$ cat src/rtl/demux_reg.sv
// Registered 1-to-4 valid/ready demux with one holding slot per port; out-of-range selects are dropped and counted.
// Output is valid one cycle after acceptance; a stalled port only blocks transfers aimed at it.
module demux_reg #(
  parameter int WIDTH = 1
) (
  input  logic               clk,
  input  logic               reset,
  input  logic               in_valid,
  output logic               in_ready,
  input  logic [WIDTH-1:0]   in_data,
  input  logic [2:0]         in_sel,
  output logic [3:0]         out_valid,
  input  logic [3:0]         out_ready,
  output logic [4*WIDTH-1:0] out_data,
  output logic               drop_err,
  output logic [7:0]         drop_count
);

  logic [3:0]            slot_full;
  logic [3:0][WIDTH-1:0] slot_data;
  logic [3:0]            fill;
  logic [3:0]            drain;
  logic                  drop;
  logic [1:0]            port;

  assign port = in_sel[1:0];

  // A full slot can still accept when its consumer drains it at the same edge.
  always_comb begin
    in_ready = 1'b1;
    if (!in_sel[2]) begin
      in_ready = !slot_full[port] || out_ready[port];
    end
  end

  always_comb begin
    fill = 4'b0000;
    if (in_valid && in_ready && !in_sel[2]) begin
      fill[port] = 1'b1;
    end
  end

  assign drain = slot_full & out_ready;
  assign drop  = in_valid && in_sel[2];

  always_ff @(posedge clk or posedge reset) begin
    if (reset) begin
      slot_full <= 4'b0000;
      slot_data <= '0;
    end else begin
      for (int i = 0; i < 4; i++) begin
        if (fill[i]) begin
          slot_full[i] <= 1'b1;
          slot_data[i] <= in_data;
        end else if (drain[i]) begin
          slot_full[i] <= 1'b0;
        end
      end
    end
  end

  always_ff @(posedge clk or posedge reset) begin
    if (reset) begin
      drop_err   <= 1'b0;
      drop_count <= 8'd0;
    end else if (drop) begin
      drop_err <= 1'b1;
      if (drop_count != 8'hFF) begin
        drop_count <= drop_count + 8'd1;
      end
    end
  end

  assign out_valid = slot_full;
  assign out_data  = slot_data;

endmodule

$ cat config.mk
export PLATFORM = sky130hd
export DESIGN_NAME = demux_reg
export DESIGN_NICKNAME = d
export VERILOG_FILES = /design/src/rtl/demux_reg.sv
export SDC_FILE = /design/constraint.sdc
export NUM_CORES = 1
export LEC_CHECK = 0
export BUFFER_PORTS_ARGS = -buffer_cell sky130_fd_sc_hd__buf_4
export CAP_MARGIN = 10
export CORE_ASPECT_RATIO = 0.9
export CORE_MARGIN = 8
export CORE_UTILIZATION = 47
export DETAILED_ROUTE_END_ITERATION = 7
export PLACE_DENSITY = 0.77
export SLEW_MARGIN = 20
export SYNTH_ARGS = -nofsm -noshare
export SYNTH_HDL_FRONTEND = slang
export SYNTH_SLANG_ARGS = --single-unit
$ cat constraint.sdc
create_clock -name clk -period 1.9 [get_ports clk]
set_input_delay 0.19 -clock clk [delete_from_list [all_inputs] [get_ports clk]]
set_output_delay 0.19 -clock clk [all_outputs]
set_load 0.05 [all_outputs]
==> run_summary.xml <==
<?xml version="1.0" encoding="UTF-8"?>
<metrics>
  <group name="timing">
    <metric name="maxClockFrequency" unit="MHz">556</metric>
    <metric name="finalCritPeriodShare" unit="%">94.7</metric>
    <metric name="maxSlewViolCount" unit="">0</metric>
    <metric name="max-slew-margin-rel" unit="%">58.8</metric>
    <metric name="final.setup_skew" unit="ps">0.736</metric>
    <metric name="worst_slew_pin_slew" unit="ps">617</metric>
    <metric name="totalNegativeSetupSlack" unit="ps">0</metric>
    <metric name="report.final.hold_viol_count" unit="">0</metric>
    <metric name="period_needed" unit="ps">1800</metric>
    <metric name="finalSetupViolCount" unit="">0</metric>
    <metric name="setup_repair_after_global_routing_missed_its_margin" unit="">false</metric>
    <metric name="whs" unit="ps">131</metric>
  </group>
  <group name="setup_path">
    <metric name="ff2ff_setup_slack" unit="ps">400</metric>
    <metric name="crit_path_max_fanout" unit="">3</metric>
    <metric name="worstSetupPathType" unit="">register to output port</metric>
    <metric name="worst_r2r_startpoint" unit="">drop_count[0]</metric>
    <metric name="critical_path.reg2reg.endpoint" unit="">drop_count[6]</metric>
    <metric name="critPathRequiredTime" unit="ps">1710</metric>
    <metric name="worst-r2r-cell-count" unit="">5</metric>
    <metric name="cp-start-kind" unit="">register</metric>
    <metric name="arrival" unit="ps">1610</metric>
    <metric name="setup.worst_path.end_class" unit="">output port</metric>
  </group>
  <group name="clock_network">
    <metric name="tritoncts_clock_tree" unit="">done</metric>
    <metric name="cts.repair_timing.setup_buffer_count" unit="">0</metric>
    <metric name="post_cts_resize_count" unit="">0</metric>
    <metric name="cts_inserted_buffers" unit="">3</metric>
    <metric name="clk_transition_reported_paths" unit="ps">90</metric>
    <metric name="tritoncts_num_sinks" unit="">17</metric>
    <metric name="cts_max_path_buffers" unit="">2</metric>
    <metric name="ctsRootBufferMaster" unit="">clkbuf_4</metric>
    <metric name="worstSkewPairLatency" unit="ps">280</metric>
    <metric name="h-tree-depth" unit="">1</metric>
  </group>
  <group name="floorplan">
    <metric name="fp.dieW" unit="um">59.9</metric>
    <metric name="die-area" unit="um^2">3320</metric>
    <metric name="floorplan.rows" unit="">14</metric>
    <metric name="ioPinCount" unit="">29</metric>
    <metric name="fp.dieH" unit="um">55.5</metric>
    <metric name="placeable_area" unit="um^2">1650</metric>
    <metric name="floorplan.initialDensity" unit="%">49.4</metric>
  </group>
  <group name="place">
    <metric name="dpl_cell_area" unit="um^2">1050</metric>
    <metric name="dp_hpwl" unit="um">1370</metric>
    <metric name="dpl.cell_count" unit="">121</metric>
    <metric name="gp_routability_congestion" unit="">0.763</metric>
    <metric name="io_buffers" unit="">28</metric>
  </group>
  <group name="flow_run">
    <metric name="max_cap_violations" unit="">0</metric>
  </group>
  <group name="power_and_ir_drop">
    <metric name="switching_share" unit="%">46.5</metric>
    <metric name="power.share.sequential" unit="%">40.2</metric>
    <metric name="leakage" unit="nW">0.504</metric>
    <metric name="powerDensity" unit="nW/um^2">1260</metric>
    <metric name="p_clk_share" unit="%">13.4</metric>
    <metric name="p_sw" unit="mW">0.641</metric>
    <metric name="power.internal" unit="mW">0.736</metric>
    <metric name="vdd.ir_drop.worst" unit="uV">1030</metric>
    <metric name="combinationalPowerShare" unit="%">46.4</metric>
  </group>
  <group name="logic_synthesis">
    <metric name="mappedNetlistArea" unit="um^2">813</metric>
    <metric name="sequential_to_total_area_share_from_yosys_stat" unit="%">52.3</metric>
    <metric name="synth-seq-cells" unit="">17</metric>
    <metric name="syn_nets" unit="">81</metric>
    <metric name="synth_top_family_by_area" unit="">simple AND/OR/NAND/NOR gates</metric>
    <metric name="adder_and_majority_gate_portion_of_the_synthesized_area" unit="%">1.54</metric>
    <metric name="yosys.area_share.simple" unit="%">25.7</metric>
    <metric name="synth_largest_type_area_fraction" unit="%">52.3</metric>
    <metric name="syn_area_per_cell" unit="um^2">11.8</metric>
    <metric name="area_fraction_in_compound_gates_after_synthesis" unit="%">4.15</metric>
    <metric name="yosys-mux-area-fraction" unit="%">11.5</metric>
    <metric name="synthesized_instance_count" unit="">69</metric>
    <metric name="synth_xor_xnor_area_share" unit="%">4.31</metric>
    <metric name="yosys.area.top_type" unit="">dfrtp_1</metric>
    <metric name="yosys.cell_types.count" unit="">25</metric>
    <metric name="ys_top_cells_by_area" unit="">dfrtp_1 (52%), mux2_1 (6.9%), nand2b_1 (4.6%), xnor2_1 (4.3%), nand2_1 (3.7%)</metric>
    <metric name="yosys_warnings" unit="">0</metric>
  </group>
  <group name="layout">
    <metric name="antenna_cells" unit="">0</metric>
    <metric name="fillers" unit="">158</metric>
    <metric name="final_area" unit="um^2">1090</metric>
    <metric name="fraction_of_layout_cells_with_a_size_suffix_above_1" unit="%">37.3</metric>
    <metric name="final-instance-count-excl-fill" unit="">126</metric>
    <metric name="count_of_nets_after_finishing" unit="">115</metric>
    <metric name="leading_cell_types_in_the_layout_fill_and_taps_excluded" unit="">buf_4 (28), dfrtp_1 (17), nand2_1 (8)</metric>
    <metric name="final_common_cell" unit="">buf_4</metric>
    <metric name="area_growth" unit="%">34.0</metric>
  </group>
  <group name="global_route">
    <metric name="groute.layer.met2.usage" unit="%">16.0</metric>
    <metric name="groute.layer.met1.usage" unit="%">13.8</metric>
    <metric name="global_route.peak_usage_layer" unit="">met2</metric>
    <metric name="antenna_found_initial" unit="">0</metric>
    <metric name="vias_in_the_first_global_route" unit="">593</metric>
    <metric name="gr-usage-met3" unit="%">3.00</metric>
    <metric name="groute.usage.overall" unit="%">11.2</metric>
    <metric name="largest_net_degree_at_the_start_of_global_routing" unit="">18</metric>
    <metric name="grt_first_pass_wirelength" unit="um">2790</metric>
    <metric name="grt_remaining_overflow" unit="">0</metric>
  </group>
  <group name="drt">
    <metric name="routed_wire_length_per_instance" unit="um">13.5</metric>
    <metric name="route.antenna.remaining_nets" unit="">0</metric>
    <metric name="dr_total_vias" unit="">627</metric>
    <metric name="drt_iter0_drc" unit="">4</metric>
    <metric name="routed_via_density" unit="">4.98</metric>
    <metric name="drt-pass1-iter-count" unit="">4</metric>
    <metric name="remaining_drc_errors" unit="">0</metric>
    <metric name="drt_wl_total" unit="um">1700</metric>
  </group>
  <group name="outcome">
    <metric name="run_status" unit="">completed</metric>
  </group>
  <group name="hold_path">
    <metric name="timing.hold.worst_path_depth" unit="">2</metric>
    <metric name="endpoint_worst_hold" unit="">out_valid[0]</metric>
    <metric name="min-delay-path-class" unit="">primary input to register</metric>
    <metric name="hp-start" unit="">in_sel[1]</metric>
  </group>
</metrics>
critical path, cell delays in order, from the launching register on:
cell      delay (ps)
dfrtp_1          360
nand2b_1         100
mux4_2           470
or2_1            210
buf_4            190
registers in the layout, indices dropped and copies added (netlist names):
register    count
drop_count      8
drop_err        1
out_data        4
out_valid       4
cells by family (layout without fill, tap and decap cells):
logic type               Yosys count  after routing
AND/OR/NAND/NOR                   33             33
buffers and inverters              1             34
AO/OA/AOI/OAI                      6              6
multiplexers                       7              7
flip-flops                        17             17
adder cells (fa/ha/maj)            1              1
XOR/XNOR                           4              4
repair_timing:
item,4_1_cts,5_1_grt
endpoints found under the setup margin,0,0
hold endpoints to repair,17,0
hold buffers,1,0
worst max path at each step:
stage,from,to,slack [ps]
floorplan,out_valid[3],in_ready,100
global placement,out_ready[0],in_ready,380
detailed placement,out_ready[3],in_ready,370
CTS,out_valid[3],in_ready,80
global route,out_valid[3],in_ready,30
finish,out_valid[3],in_ready,100
metal layers:
metal | share of wire [%] | wire length, um | vias up
li1 | - | - | 310
met5 | 0 | 0 | -
met2 | 49 | 825 | 13
met1 | 47 | 799 | 302
met4 | 1.6 | 27 | 0
met3 | 2.5 | 43 | 2
cell usage after synthesis (all sizes together):
library cell	number
ha	1
nand3	5
mux4	1
and3	1
or2	2
mux2	6
nand2b	6
o21ai	1
xnor2	4
inv	1
a21oi	3
nor3b	1
o31ai	1
nand2	9
a31oi	1
dfrtp	17
nand3b	2
nor2	3
nand4	3
and4	1
power groups by stage:
stage               logic (mW)  registers [mW]  clock network (mW)
floorplan                0.144           0.846                   0
global placement         0.637           0.552                   0
detailed placement       0.646           0.558                   0
CTS                      0.649           0.551               0.197
global route             0.670           0.572               0.215
finish                   0.639           0.553               0.184
stage by stage:
| step | power, mW | setup WS (ps) | util, % |
|---|---|---|---|
| 2_1_floorplan | 0.990 | 98.8 | - |
| 3_3_place_gp | 1.19 | 380 | 64.0 |
| 3_5_place_dp | 1.20 | 371 | 64.0 |
| 4_1_cts | 1.40 | 80.6 | 66.2 |
| 5_1_grt | 1.46 | 25.2 | 66.2 |
| 6_report | 1.38 | 101 | 66.2 |
cell type report:
| type | instances | area (um^2) | area share (%) |
|---|---|---|---|
| clock buffers | 4 | 26.3 | 2.41 |
| inverters | 1 | 3.75 | 0.344 |
| multi-input cells | 51 | 384 | 35.2 |
| repair buffers | 29 | 220 | 20.2 |
| well taps | 24 | 30.0 | 2.76 |
| flip-flops and latches | 17 | 425 | 39.0 |
(Power assumes the default switching activity.)
